## config.mk

```make
export PLATFORM = sky130hd
export DESIGN_NAME = register_serializer_flat
export DESIGN_NICKNAME = d
export VERILOG_FILES = /design/src/rtl/register_serializer_pkg.sv /design/src/rtl/register_serializer_if.sv /design/src/rtl/piso_shift_reg.sv /design/src/rtl/register_serializer.sv /design/src/flat_wrapper.sv
export SDC_FILE = /design/constraint.sdc
export NUM_CORES = 1
export LEC_CHECK = 0
export BUFFER_PORTS_ARGS = -buffer_cell sky130_fd_sc_hd__buf_2
export CORE_MARGIN = 2
export CORE_UTILIZATION = 56
export CTS_BUF_LIST = sky130_fd_sc_hd__clkbuf_8
export DETAILED_ROUTE_END_ITERATION = 8
export PLACE_DENSITY = 0.86
export REMOVE_ABC_BUFFERS = 1
export SETUP_SLACK_MARGIN = 0.4
export SLEW_MARGIN = 20
export SYNTH_ARGS = -nofsm -noshare
export SYNTH_HDL_FRONTEND = slang
export SYNTH_SLANG_ARGS = --single-unit
```

## constraint.sdc

```tcl
create_clock -name clk -period 1.85 [get_ports clk]
set_input_delay 0.185 -clock clk [delete_from_list [all_inputs] [get_ports clk]]
set_output_delay 0.185 -clock clk [all_outputs]
set_load 0.005 [all_outputs]
```

## src/rtl/register_serializer_pkg.sv

```systemverilog
`default_nettype none
// ============================================================================
// Module   : register_serializer_pkg
// Brief    : Shared state encoding and default word width for the serializer.
// Revision : 1.0
// ============================================================================
package register_serializer_pkg;

    localparam int REG_WIDTH = 8;

    typedef enum logic [0:0] {
        ST_IDLE  = 1'b0,
        ST_SHIFT = 1'b1
    } state_t;

endpackage : register_serializer_pkg
`default_nettype wire

```

## src/rtl/register_serializer_if.sv

```systemverilog
`default_nettype none
// ============================================================================
// Module   : register_serializer_if
// Brief    : Load handshake plus serial frame outputs of the serializer.
// Revision : 1.0
// ============================================================================
interface register_serializer_if
    import register_serializer_pkg::*;
#(
    parameter int WIDTH = REG_WIDTH
);
    logic             ena;
    logic             load;
    logic [WIDTH-1:0] data;
    logic             ready;
    logic             sout;
    logic             svalid;
    logic             last;
    logic             done;

    modport master (
        output ena, load, data,
        input  ready, sout, svalid, last, done
    );

    modport slave (
        input  ena, load, data,
        output ready, sout, svalid, last, done
    );
endinterface : register_serializer_if
`default_nettype wire

```

## src/rtl/piso_shift_reg.sv

```systemverilog
`default_nettype none
// ============================================================================
// Module   : piso_shift_reg
// Brief    : Load/shift/hold parallel-in serial-out register, zero fill.
// Revision : 1.0
// ============================================================================
module piso_shift_reg #(
    parameter int WIDTH     = 8,
    parameter bit MSB_FIRST = 1'b1
) (
    input  wire logic             clk,
    input  wire logic             rst_n,
    input  wire logic             i_load,
    input  wire logic             i_shift,
    input  wire logic [WIDTH-1:0] i_data,
    output logic                  o_sout
);
    logic [WIDTH-1:0] r_sreg;

    generate
        if (MSB_FIRST) begin : g_msb_first
            always_ff @(posedge clk or negedge rst_n) begin
                if (!rst_n)       r_sreg <= '0;
                else if (i_load)  r_sreg <= i_data;
                else if (i_shift) r_sreg <= {r_sreg[WIDTH-2:0], 1'b0};
            end
            assign o_sout = r_sreg[WIDTH-1];
        end else begin : g_lsb_first
            always_ff @(posedge clk or negedge rst_n) begin
                if (!rst_n)       r_sreg <= '0;
                else if (i_load)  r_sreg <= i_data;
                else if (i_shift) r_sreg <= {1'b0, r_sreg[WIDTH-1:1]};
            end
            assign o_sout = r_sreg[0];
        end
    endgenerate

endmodule : piso_shift_reg
`default_nettype wire

```

## src/rtl/register_serializer.sv

```systemverilog
`default_nettype none
// ============================================================================
// Module   : register_serializer
// Brief    : Word-to-bitstream transmitter with LAST/DONE framing markers.
// Revision : 1.0
// ============================================================================
module register_serializer
    import register_serializer_pkg::*;
#(
    parameter int WIDTH     = REG_WIDTH,
    parameter bit MSB_FIRST = 1'b1
) (
    input  wire logic           clk,
    input  wire logic           rst_n,
    register_serializer_if.slave bus
);
    localparam int                 c_cnt_w   = $clog2(WIDTH);
    localparam logic [c_cnt_w-1:0] c_cnt_max = c_cnt_w'(WIDTH - 1);

    state_t             r_state;
    state_t             w_state_nxt;
    logic [c_cnt_w-1:0] r_cnt;
    logic               r_done;
    logic               w_in_shift;
    logic               w_last;
    logic               w_ready;
    logic               w_accept;
    logic               w_shift;
    logic               w_frame_end;
    logic               w_bit;

    assign w_in_shift  = (r_state == ST_SHIFT);
    assign w_last      = w_in_shift && (r_cnt == '0);
    assign w_ready     = (r_state == ST_IDLE) || (w_last && bus.ena);
    assign w_accept    = bus.load && w_ready;
    assign w_frame_end = w_last && bus.ena;
    // Shifting on the final bit too drains the register to zero before IDLE.
    assign w_shift     = w_in_shift && bus.ena;

    always_ff @(posedge clk or negedge rst_n) begin
        if (!rst_n) r_state <= ST_IDLE;
        else        r_state <= w_state_nxt;
    end

    always_comb begin
        w_state_nxt = r_state;
        case (r_state)
            ST_IDLE:  if (bus.load) w_state_nxt = ST_SHIFT;
            ST_SHIFT: if (w_frame_end && !bus.load) w_state_nxt = ST_IDLE;
            default:  w_state_nxt = ST_IDLE;
        endcase
    end

    always_ff @(posedge clk or negedge rst_n) begin
        if (!rst_n) begin
            r_cnt  <= '0;
            r_done <= 1'b0;
        end else begin
            r_done <= w_frame_end;
            if (w_accept)
                r_cnt <= c_cnt_max;
            else if (w_shift && (r_cnt != '0))
                r_cnt <= r_cnt - c_cnt_w'(1);
        end
    end

    piso_shift_reg #(
        .WIDTH     (WIDTH),
        .MSB_FIRST (MSB_FIRST)
    ) u_piso (
        .clk     (clk),
        .rst_n   (rst_n),
        .i_load  (w_accept),
        .i_shift (w_shift),
        .i_data  (bus.data),
        .o_sout  (w_bit)
    );

    assign bus.ready  = w_ready;
    assign bus.svalid = w_in_shift;
    assign bus.sout   = w_bit && w_in_shift;
    assign bus.last   = w_last;
    assign bus.done   = r_done;

endmodule : register_serializer
`default_nettype wire

```

## src/flat_wrapper.sv

```systemverilog
// flat-port wrapper written by rule: the top's interface ports become plain ports
module register_serializer_flat import register_serializer_pkg::*;
#(
    parameter int WIDTH     = REG_WIDTH,
    parameter bit MSB_FIRST = 1'b1
)
  (clk, rst_n, bus_ena, bus_load, bus_data, bus_ready, bus_sout, bus_svalid, bus_last, bus_done);
  register_serializer_if #(.WIDTH(WIDTH)) bus_i ();
  input  wire logic clk;
  input  wire logic rst_n;
  input wire logic [$bits(bus_i.ena)-1:0] bus_ena;
  input wire logic [$bits(bus_i.load)-1:0] bus_load;
  input wire logic [$bits(bus_i.data)-1:0] bus_data;
  output wire logic [$bits(bus_i.ready)-1:0] bus_ready;
  output wire logic [$bits(bus_i.sout)-1:0] bus_sout;
  output wire logic [$bits(bus_i.svalid)-1:0] bus_svalid;
  output wire logic [$bits(bus_i.last)-1:0] bus_last;
  output wire logic [$bits(bus_i.done)-1:0] bus_done;
  assign bus_i.ena = bus_ena;
  assign bus_i.load = bus_load;
  assign bus_i.data = bus_data;
  assign bus_ready = bus_i.ready;
  assign bus_sout = bus_i.sout;
  assign bus_svalid = bus_i.svalid;
  assign bus_last = bus_i.last;
  assign bus_done = bus_i.done;
  register_serializer #(.WIDTH(WIDTH), .MSB_FIRST(MSB_FIRST)) u_core (.clk(clk), .rst_n(rst_n), .bus(bus_i));
endmodule
```

==> results of run 1 <==
state kept, by name, summed over array words and instances, names as in the netlist:
register and cells:
u_core.bus.done 1, u_core.bus.svalid 1, u_core.r_cnt 3, u_core.u_piso.r_sreg 8
worst register-to-register path, stage by stage, from the launching register on:
cell      delay [ns]
dfrtp_1         0.36
inv_2           0.06
ha_4            0.16
buf_4           0.13
nand2b_1        0.16
nand3_2         0.18
o221a_2         0.33
metrics by stage:
step / instance area [sq um] / hold WS [ns] / setup slack, ns / instances / total power (W)
floorplan: 822 / -0.111 / 0.413 / 80 / 0.000760
global placement: 937 / 0.0869 / 0.384 / 114 / 0.000862
detailed placement: 937 / 0.0891 / 0.354 / 114 / 0.000900
CTS: 1080 / 0.231 / 0.377 / 128 / 0.00127
global route: 1140 / 0.244 / 0.276 / 133 / 0.00147
finish: 1140 / 0.232 / 0.345 / 133 / 0.00138
cell families after synthesis:
family                     synth area share [%]
buffers and inverters                      5.65
AOI/OAI and AO/OA                          26.7
DFF                                        37.7
muxes                                      9.28
and+or+nand+nor                            17.8
adders and majority gates                  2.90
path summary, 6_finish.rpt:
kind                                  from                 endpoint  cells after the start
hold / removal                 bus_data[5]  u_core.u_piso.r_sreg[5]                      2
setup reg to reg           u_core.r_cnt[0]  u_core.u_piso.r_sreg[6]                      6
min in group asynchronous            rst_n          u_core.bus.done                      2
hold reg to reg            u_core.r_cnt[2]          u_core.r_cnt[2]                      1
setup / recovery           u_core.r_cnt[0]                bus_ready                      6
max in group asynchronous            rst_n  u_core.u_piso.r_sreg[1]                      2
report_power, final:
group	internal [W]	total, W	leakage, nW	switching, W
logic	0.000372	0.000642	0.344	0.000270
registers	0.000382	0.000484	0.155	0.000102
clock network	0.000149	0.000253	0.0255	0.000105
placed cells by master, fill, tap and decap left out, types with 2 or more instances in the layout:
master	synthesis	layout
buf_2	6	16
buf_4	0	15
dfrtp_1	13	13
o22ai_1	8	8
mux2i_1	8	8
o21ai_0	8	7
o221a_2	7	6
nor3b_1	6	6
nand2_1	4	3
clkbuf_8	0	3
inv_2	0	2
and2_1	2	2
a211oi_1	2	2
a21oi_1	2	2
nand4_1	2	2
cell type report:
class                   instances  area, sq um  area share, %
flip-flops and latches         13          325           28.5
multi-input cells              65          529           46.3
clock inverters                 1         5.00          0.438
repair buffers                 33          214           18.7
clock buffers                   3         41.3           3.61
well taps                      16         20.0           1.75
inverters                       2         7.51          0.657
Yosys cell counts (4+ instances only):
| cell | instances |
|---|---|
| o21ai_0 | 8 |
| mux2i_1 | 8 |
| buf_2 | 6 |
| nor3b_1 | 6 |
| o22ai_1 | 8 |
| o221a_2 | 7 |
| dfrtp_1 | 13 |
| nand2_1 | 4 |
per-layer routing:
metal  GRT usage [%]  up-vias  routed length (um)
li1                -      396                   -
met1            36.0      421                 999
met2            43.3       35                1120
met3            2.55        2                 108
met4            5.45        0                  16
met5               0        -                   0
repair_timing:
| action | CTS | global route |
|---|---|---|
| buffers inserted | 9 | 5 |
| hold endpoints to repair | 13 | 0 |
| gates resized for setup | 5 | 6 |
| pin swaps | 3 | 3 |
| hold buffers | 1 | 0 |
| setup endpoints to repair | 9 | 12 |
==> results.toml, run 1 <==
[drt]
firstDrtPassIters = 4
vias = 854
routed_via_density = 6.42
wl_um = 2240
wl_per_cell_um = 16.8
ant_nets = 0
drtIter0Drc = 33
route.detailed.drc = 0

[setup_path]
startpoint_type = "flop"
cp.required_ns = 1.66
critPathMaxStageDelay_ns = 0.39
reg2reg_slack_ns = 0.36
crit_path_max_fanout = 5
crit_type = "flop to primary output"
crit_path_top_delay_cell = "dfrtp_1"
crit_buf_inv = 2
worstPathArrival_ns = 1.32
crit_chain = "inv_2 -> ha_4 -> and2b_2 -> nand2_2 -> nand2_1 -> buf_2"
critPathTopFamily = "flip-flops"
worstSetupEndpointType = "primary output"

[cts]
cts_root_buffer = "clkbuf_8"
cts-htree-levels = 1
numCtsBuffers = 3
clock_path_buffers = 2
clock-sinks = 13
cts_tree = "yes"
clk_latency_ns = 0.24
path_clk_slew_ns = 0.06

[pwr]
leakage_nw = 0.524
cellPowerDensity_nw_per_um2 = 1210
ir_worst_vdd_mv = 0.791

[finish]
drive_above_1_share_pct = 45.3
area_delta_synth_final_pct = 32.3
nets = 132
antenna_cells = 0
fin_util_pct = 77.6
fillers = 98

[synthesis]
synth_top_flop_cell = "dfrtp_1"
yosysUniqueCellTypes = 29
synth-edff-count = 0
synth_top_cell_area_share_pct = 37.7
synth_top_area_cell = "dfrtp_1"
syn_area_per_cell_sq_um = 9.92
syn_inst = 87
yosys_warnings = 0
synth-async-reset-ratio_pct = 100
ys_seq_elements = 13
ys_seq_area_share_pct = 37.7
syn_area_sq_um = 863
synth_area_leaders = "dfrtp_1 38%, mux2i_1 9.3%, o221a_2 9.1%, o22ai_1 5.8%, nor3b_1 5.2%"

[floorplan]
die_h_um = 43.3
core_sq_um = 1470
io_pins = 17
die_area_sq_um = 1870
dieWidth_um = 43.3
start_util_pct = 58.7
placementRows = 14

[global_routing]
grt_pass1_wl_um = 3660
grt_overflow = 0
grt_pass1_vias = 798
antenna_found_initial = 0
grt_start_max_net_pins = 27
track_usage_pct = 25.9

[timing]
final.period_utilization_pct = 81.3
finalHoldViolCount = 0
tns_ns = 0
maxSlewViolCount = 0
setup_violations = 0
fmax_mhz = 664
slew_headroom_pct = 66.0
layout_min_cycle_time_ns = 1.50
rsz0062_at_grt = "true"
timing_worst_slew_pin_value_ns = 0.510
finalClockSkew_ns = 0.00261

[outcome]
status = "finished, final reports clean"

[placement]
place.gp.congestion = 0.766
port-buffer-count = 16
dp_hpwl_um = 1280

[run]
cap_violations = 0

[hold_path]
hp-class = "input port to flop"
(Power assumes the default switching activity.)
==> run 2: changes to the inputs <==
Settings changed: ABC_AREA from default to 1, CORE_UTILIZATION 56 to 54, PLACE_DENSITY 0.86 to 0.85.
Clock period 1.85 ns to 1.5 ns, I/O delays scaled along.
==> results.toml, run 2 <==
[cts]
cts_tree = "yes"
clock_path_buffers = 2
cts_root_buffer = "clkbuf_8"
path_clk_slew_ns = 0.05
clk_latency_ns = 0.24
clock-sinks = 13
numCtsBuffers = 3
cts-htree-levels = 1

[timing]
fmax_mhz = 685
setup_violations = 0
finalHoldViolCount = 0
maxSlewViolCount = 0
tns_ns = 0
layout_min_cycle_time_ns = 1.46
timing_worst_slew_pin_value_ns = 0.350
finalClockSkew_ns = 0.00102
final.period_utilization_pct = 97.3
finalWorstSetupSlack_ns = 0.0409
slew_headroom_pct = 76.7
rsz0062_at_grt = "true"

[synthesis]
yosys-top-cells-count = "29 x nand2_1, 24 x inv_1, 17 x nand3_1"
synth_top_family_by_area = "simple AND/OR/NAND/NOR gates"
syn_inst = 98
synthXorXnorAreaFrac_pct = 0
synth-adder-area-share_pct = 3.51
yosysUniqueCellTypes = 12
ys_seq_area_share_pct = 45.6
synth_mux_area_share_pct = 0
synth.most_common_cell = "nand2_1"
synth_top_flop_cell = "dfrtp_1"
synth-edff-count = 0
synth_top_cell_area_share_pct = 45.6
synth_simple_gate_area_share_pct = 32.3
synth_compound_gate_area_share_pct = 3.33
yosys_warnings = 0
synth_top_area_cell = "dfrtp_1"
syn_area_per_cell_sq_um = 7.28
synth_area_leaders = "dfrtp_1 46%, nand2_1 15%, inv_1 13%, nand3_1 12%, ha_1 3.5%"
synth-async-reset-ratio_pct = 100
syn_area_sq_um = 713
ys_seq_elements = 13

[placement]
dp_hpwl_um = 985
port-buffer-count = 16
place.gp.congestion = 0.800
pre_cts_slack_ns = -0.0132
dp.cells = 130

[setup_path]
crit_path_max_fanout = 3
reg2reg_slack_ns = 0.06
worstSetupEndpointType = "primary output"
crit_end = "bus_last"
crit_type = "flop to primary output"
r2r_cells = 11
r2r-start = "u_core.r_cnt[0]"
startpoint_type = "flop"
worstPathArrival_ns = 1.31
crit_start = "u_core.r_cnt[0]"
cp.required_ns = 1.35
rr_endpoint = "u_core.u_piso.r_sreg[2]"

[finish]
drive_above_1_share_pct = 47.7
final_cell_mix = "20 x inv_1, 19 x nand2_1, 15 x buf_2, 13 x dfrtp_1, 10 x nand3_1"
instances_no_fill = 145
nets = 145
largest_reg_flops = 8
area_delta_synth_final_pct = 52.6
antenna_cells = 0
fin_util_pct = 85.8
mostFrequentLayoutCell = "inv_1"
fillers = 62
reg_top3 = "u_core.u_piso.r_sreg x8, u_core.r_cnt x3"
top_register = "u_core.u_piso.r_sreg"

[floorplan]
die_h_um = 40.3
io_pins = 17
dieWidth_um = 40.3
die_area_sq_um = 1630
placementRows = 13
core_sq_um = 1270
start_util_pct = 56.2

[run]
cap_violations = 0

[hold_path]
worstHoldStart = "bus_data[0]"
hp-class = "input port to flop"

[global_routing]
grt_overflow = 0
grt_pass1_wl_um = 2530
track_usage_pct = 23.7
antenna_found_initial = 0
grt_pass1_vias = 631
grt_start_max_net_pins = 14

[pwr]
leakage_nw = 0.620
ir_worst_vdd_mv = 1.08
power_w = 0.00173
cellPowerDensity_nw_per_um2 = 1590

[drt]
vias = 739
route.detailed.drc = 0
drtIter0Drc = 29
firstDrtPassIters = 4
wl_um = 1940
routed_via_density = 5.10
ant_nets = 0
wl_per_cell_um = 13.4

[outcome]
status = "finished, final reports clean"
## run 2: power by group
| group | internal [W] | switching (W) |
|---|---|---|
| sequential | 0.000478 | 0.0000880 |
| combinational | 0.000400 | 0.000462 |
| clock | 0.000180 | 0.000117 |
| total | 0.00106 | 0.000667 |
## run 2: kinds of logic after synthesis
logic type      Yosys count
simple gates             53
buf+inv                  26
flops                    13
compound gates            4
fa+ha+maj                 2
## run 2: area by class of cell
cell class              count  area (sq um)  share of cell area (%)
well taps                  15          18.8                    1.72
clock inverters             1          3.75                   0.345
flip-flops and latches     13           325                    29.9
multi-input cells          60           404                    37.1
clock buffers               3          41.3                    3.79
repair buffers             29           205                    18.9
inverters                  24          90.1                    8.28
## run 2: through the flow
stage | hold WS, ns | cell area, sq um
after CTS | 0.162 | 986
after floorplan | -0.146 | 694
final | 0.170 | 1090
after detailed placement | 0.0463 | 816
after global placement | 0.0492 | 816
after global routing | 0.177 | 1090
## run 2: layer usage
layer  global-route usage, %  vias up  wire length (um)
li1                        -      360                 -
met1                    27.4      340               726
met2                    43.7       33              1090
met3                    2.22        6                81
met4                    10.0        0                36
met5                       0        -                 0
## run 2: critical path, stage by stage, from the launching register on
cell     delay, ns
dfrtp_1       0.38
inv_2         0.08
ha_4          0.13
inv_2         0.04
nor2_4        0.12
buf_6         0.11
inv_2         0.03
nor2_2        0.07
buf_2         0.11
## run 2: worst min-delay path by stage
stage | slack, ns | depth (start not counted) | to
4_1_cts | 0.16 | 3 | u_core.u_piso.r_sreg[0]
2_1_floorplan | -0.15 | 0 | u_core.bus.done
6_report | 0.17 | 3 | u_core.u_piso.r_sreg[0]
5_1_grt | 0.18 | 3 | u_core.u_piso.r_sreg[0]
3_5_place_dp | 0.05 | 1 | u_core.bus.done
3_3_place_gp | 0.05 | 1 | u_core.bus.done
## run 2: repair_timing
action	in CTS	in global routing
pin swaps	6	11
resized for setup	20	21
hold endpoints to repair	13	0
setup buffers	6	3
endpoints found under the setup margin	15	15
hold buffers	1	0
gates cloned	1	0
==> run 3: changes to the inputs <==
Settings changed: CORE_AREA from default to 2 2 39 41, CORE_MARGIN 2 to default, CORE_UTILIZATION 54 to default, DIE_AREA from default to 0 0 41 43, PLACE_DENSITY 0.85 to 0.8, SYNTH_HIERARCHICAL from default to 1.
==> results.toml, run 3 <==
[synthesis]
syn_area_sq_um = 659
synth_compound_gate_area_share_pct = 0
synth_mux_area_share_pct = 0
synth_top_flop_cell = "dfrtp_1"
yosys_warnings = 6
synth.most_common_cell = "nand2_1"
synth_simple_gate_area_share_pct = 37.8
ys_seq_area_share_pct = 49.3
ys_seq_elements = 13
synth-adder-area-share_pct = 3.80
synth-edff-count = 0
syn_area_per_cell_sq_um = 8.14
yosysUniqueCellTypes = 12
synth-async-reset-ratio_pct = 100
synth_top_cell_area_share_pct = 49.3
synth_area_leaders = "dfrtp_1 49%, nand2_1 15%, nand3_1 14%, inv_1 5.1%, ha_1 3.8%"
synthXorXnorAreaFrac_pct = 0
synth_top_area_cell = "dfrtp_1"
yosys-top-cells-count = "27 x nand2_1, 19 x nand3_1, 13 x dfrtp_1"
syn_inst = 81
synth_top_family_by_area = "simple AND/OR/NAND/NOR gates"

[drt]
drtIter0Drc = 17
wl_um = 2130
wl_per_cell_um = 16.0
vias = 716
route.detailed.drc = 0
routed_via_density = 5.38
firstDrtPassIters = 4
ant_nets = 0

[setup_path]
crit_type = "flop to primary output"
cp.required_ns = 1.35
startpoint_type = "flop"
rr_endpoint = "u_core/u_piso/r_sreg[6]"
r2r-start = "u_core/r_cnt[0]"
r2r_cells = 11
reg2reg_slack_ns = 0.02
crit_path_top_delay_cell = "dfrtp_1"
critPathMaxStageDelay_ns = 0.40
crit_path_max_fanout = 2
crit_start = "u_core/r_cnt[0]"
worstPathArrival_ns = 1.34
crit_chain = "inv_2 -> ha_4 -> inv_4 -> nor2_4 -> nand2_2 -> nand2_2 -> buf_6 -> buf_6"
worstSetupEndpointType = "primary output"

[finish]
top_register = "u_core/u_piso/r_sreg"
drive_above_1_share_pct = 59.0
register_area_sq_um = 327
mostFrequentLayoutCell = "nand2_1"
reg_top3 = "u_core/u_piso/r_sreg x8, u_core/r_cnt x3"
antenna_cells = 0
nets = 132
fillers = 74
multi_input_area_sq_um = 374
fin_util_pct = 77.8
final_cell_mix = "17 x nand2_1, 14 x buf_2, 12 x dfrtp_1, 11 x nand2_2"
area_delta_synth_final_pct = 63.4
largest_reg_flops = 8

[global_routing]
grt_overflow = 0
track_usage_pct = 24.4
use_met1_pct = 26.7
antenna_found_initial = 0
grt_pass1_vias = 654
grt_pass1_wl_um = 2790
grt_start_max_net_pins = 14
met3_usage_pct = 6.28
grt_use_met2_pct = 41.6
busiest_layer = "met2"

[placement]
port-buffer-count = 16
place.gp.congestion = 0.768
pre_cts_slack_ns = -0.102
dp_hpwl_um = 957

[timing]
final.period_utilization_pct = 99.3
finalHoldViolCount = 0
finalWorstSetupSlack_ns = 0.00995
setup_violations = 0
timing_worst_slew_pin_value_ns = 0.313
holdWs_ns = 0.0978
rsz0062_at_grt = "true"
fmax_mhz = 671
finalClockSkew_ns = 0.00233
layout_min_cycle_time_ns = 1.49
slew_headroom_pct = 79.1
maxSlewViolCount = 0

[cts]
clk_latency_ns = 0.25
clock-sinks = 13
path_clk_slew_ns = 0.06
numCtsBuffers = 3
cts_root_buffer = "clkbuf_8"
cts_tree = "yes"
cts-htree-levels = 1
clock_path_buffers = 2

[hold_path]
whs_path_depth = 3
hold_end = "u_core/u_piso/r_sreg[3]"
hp-class = "input port to flop"
worstHoldStart = "bus_data[3]"

[floorplan]
start_util_pct = 47.6
die_h_um = 43
dieWidth_um = 41
die_area_sq_um = 1760
placementRows = 14
io_pins = 17
core_sq_um = 1380

[pwr]
leakage_nw = 0.599
cellPowerDensity_nw_per_um2 = 1780
ir_worst_vdd_mv = 1.21

[run]
cap_violations = 0

[outcome]
status = "finished, final reports clean"
-- run 3: where the power goes --
| part | switching [W] | total, W | internal [W] |
|---|---|---|---|
| clock network | 0.000133 | 0.000314 | 0.000181 |
| registers | 0.000122 | 0.000612 | 0.000490 |
| logic | 0.000483 | 0.000996 | 0.000513 |
-- run 3: how the worst max path moves through the flow --
stage / end / slack [ns] / cells past startpoint
2_1_floorplan: u_core/u_piso/r_sreg[1] / -0.10 / 11
3_3_place_gp: u_core/u_piso/r_sreg[2] / -0.03 / 11
3_5_place_dp: u_core/u_piso/r_sreg[2] / -0.10 / 11
4_1_cts: bus_ready / 0.05 / 8
5_1_grt: u_core/u_piso/r_sreg[6] / -0.02 / 11
6_report: bus_ready / 0.01 / 8
-- run 3: critical path, delay by kind of cell (launching register included) --
kind,cells,cell delay [ns]
buffers and inverters,4,0.31
flip-flops,1,0.40
adder cells (fa/ha/maj),1,0.16
AND/OR/NAND/NOR,3,0.21
-- run 3: cell type report --
| class | instances | share of cell area, % |
|---|---|---|
| well taps | 16 | 1.86 |
| repair buffers | 34 | 24.2 |
| clock inverters | 1 | 0.348 |
| flip-flops and latches | 13 | 30.3 |
| multi-input cells | 55 | 34.7 |
| clock buffers | 3 | 3.83 |
| inverters | 11 | 4.76 |
-- run 3: routing by layer --
metal  wire [um]  share of wire [%]
met5           0                  0
met4          25                1.2
met3         125                5.9
met2        1120                 52
met1         862                 40
-- run 3: through the flow --
stage | setup TNS (ns) | area [sq um] | power, W | cells
floorplan | -0.758 | 641 | 0.000879 | 79
CTS | 0 | 1020 | 0.00172 | 130
finish | 0 | 1080 | 0.00192 | 133
global route | -0.0963 | 1080 | 0.00201 | 133
global placement | -0.185 | 793 | 0.00106 | 118
detailed placement | -0.659 | 793 | 0.00109 | 118
-- run 3: repair_timing --
item | in CTS | in global routing
pin swaps | 14 | 3
hold buffers | 1 | 0
buffers inserted | 7 | 3
hold endpoints to repair | 13 | 0
setup endpoints to repair | 14 | 15
gates resized for setup | 35 | 10
-- run 3: cells by family (layout without fill, tap and decap cells) --
logic type / count (synthesis) / in the layout
and+or+nand+nor: 53 / 53
DFF: 13 / 13
buffers and inverters: 13 / 49
adders and majority gates: 2 / 2
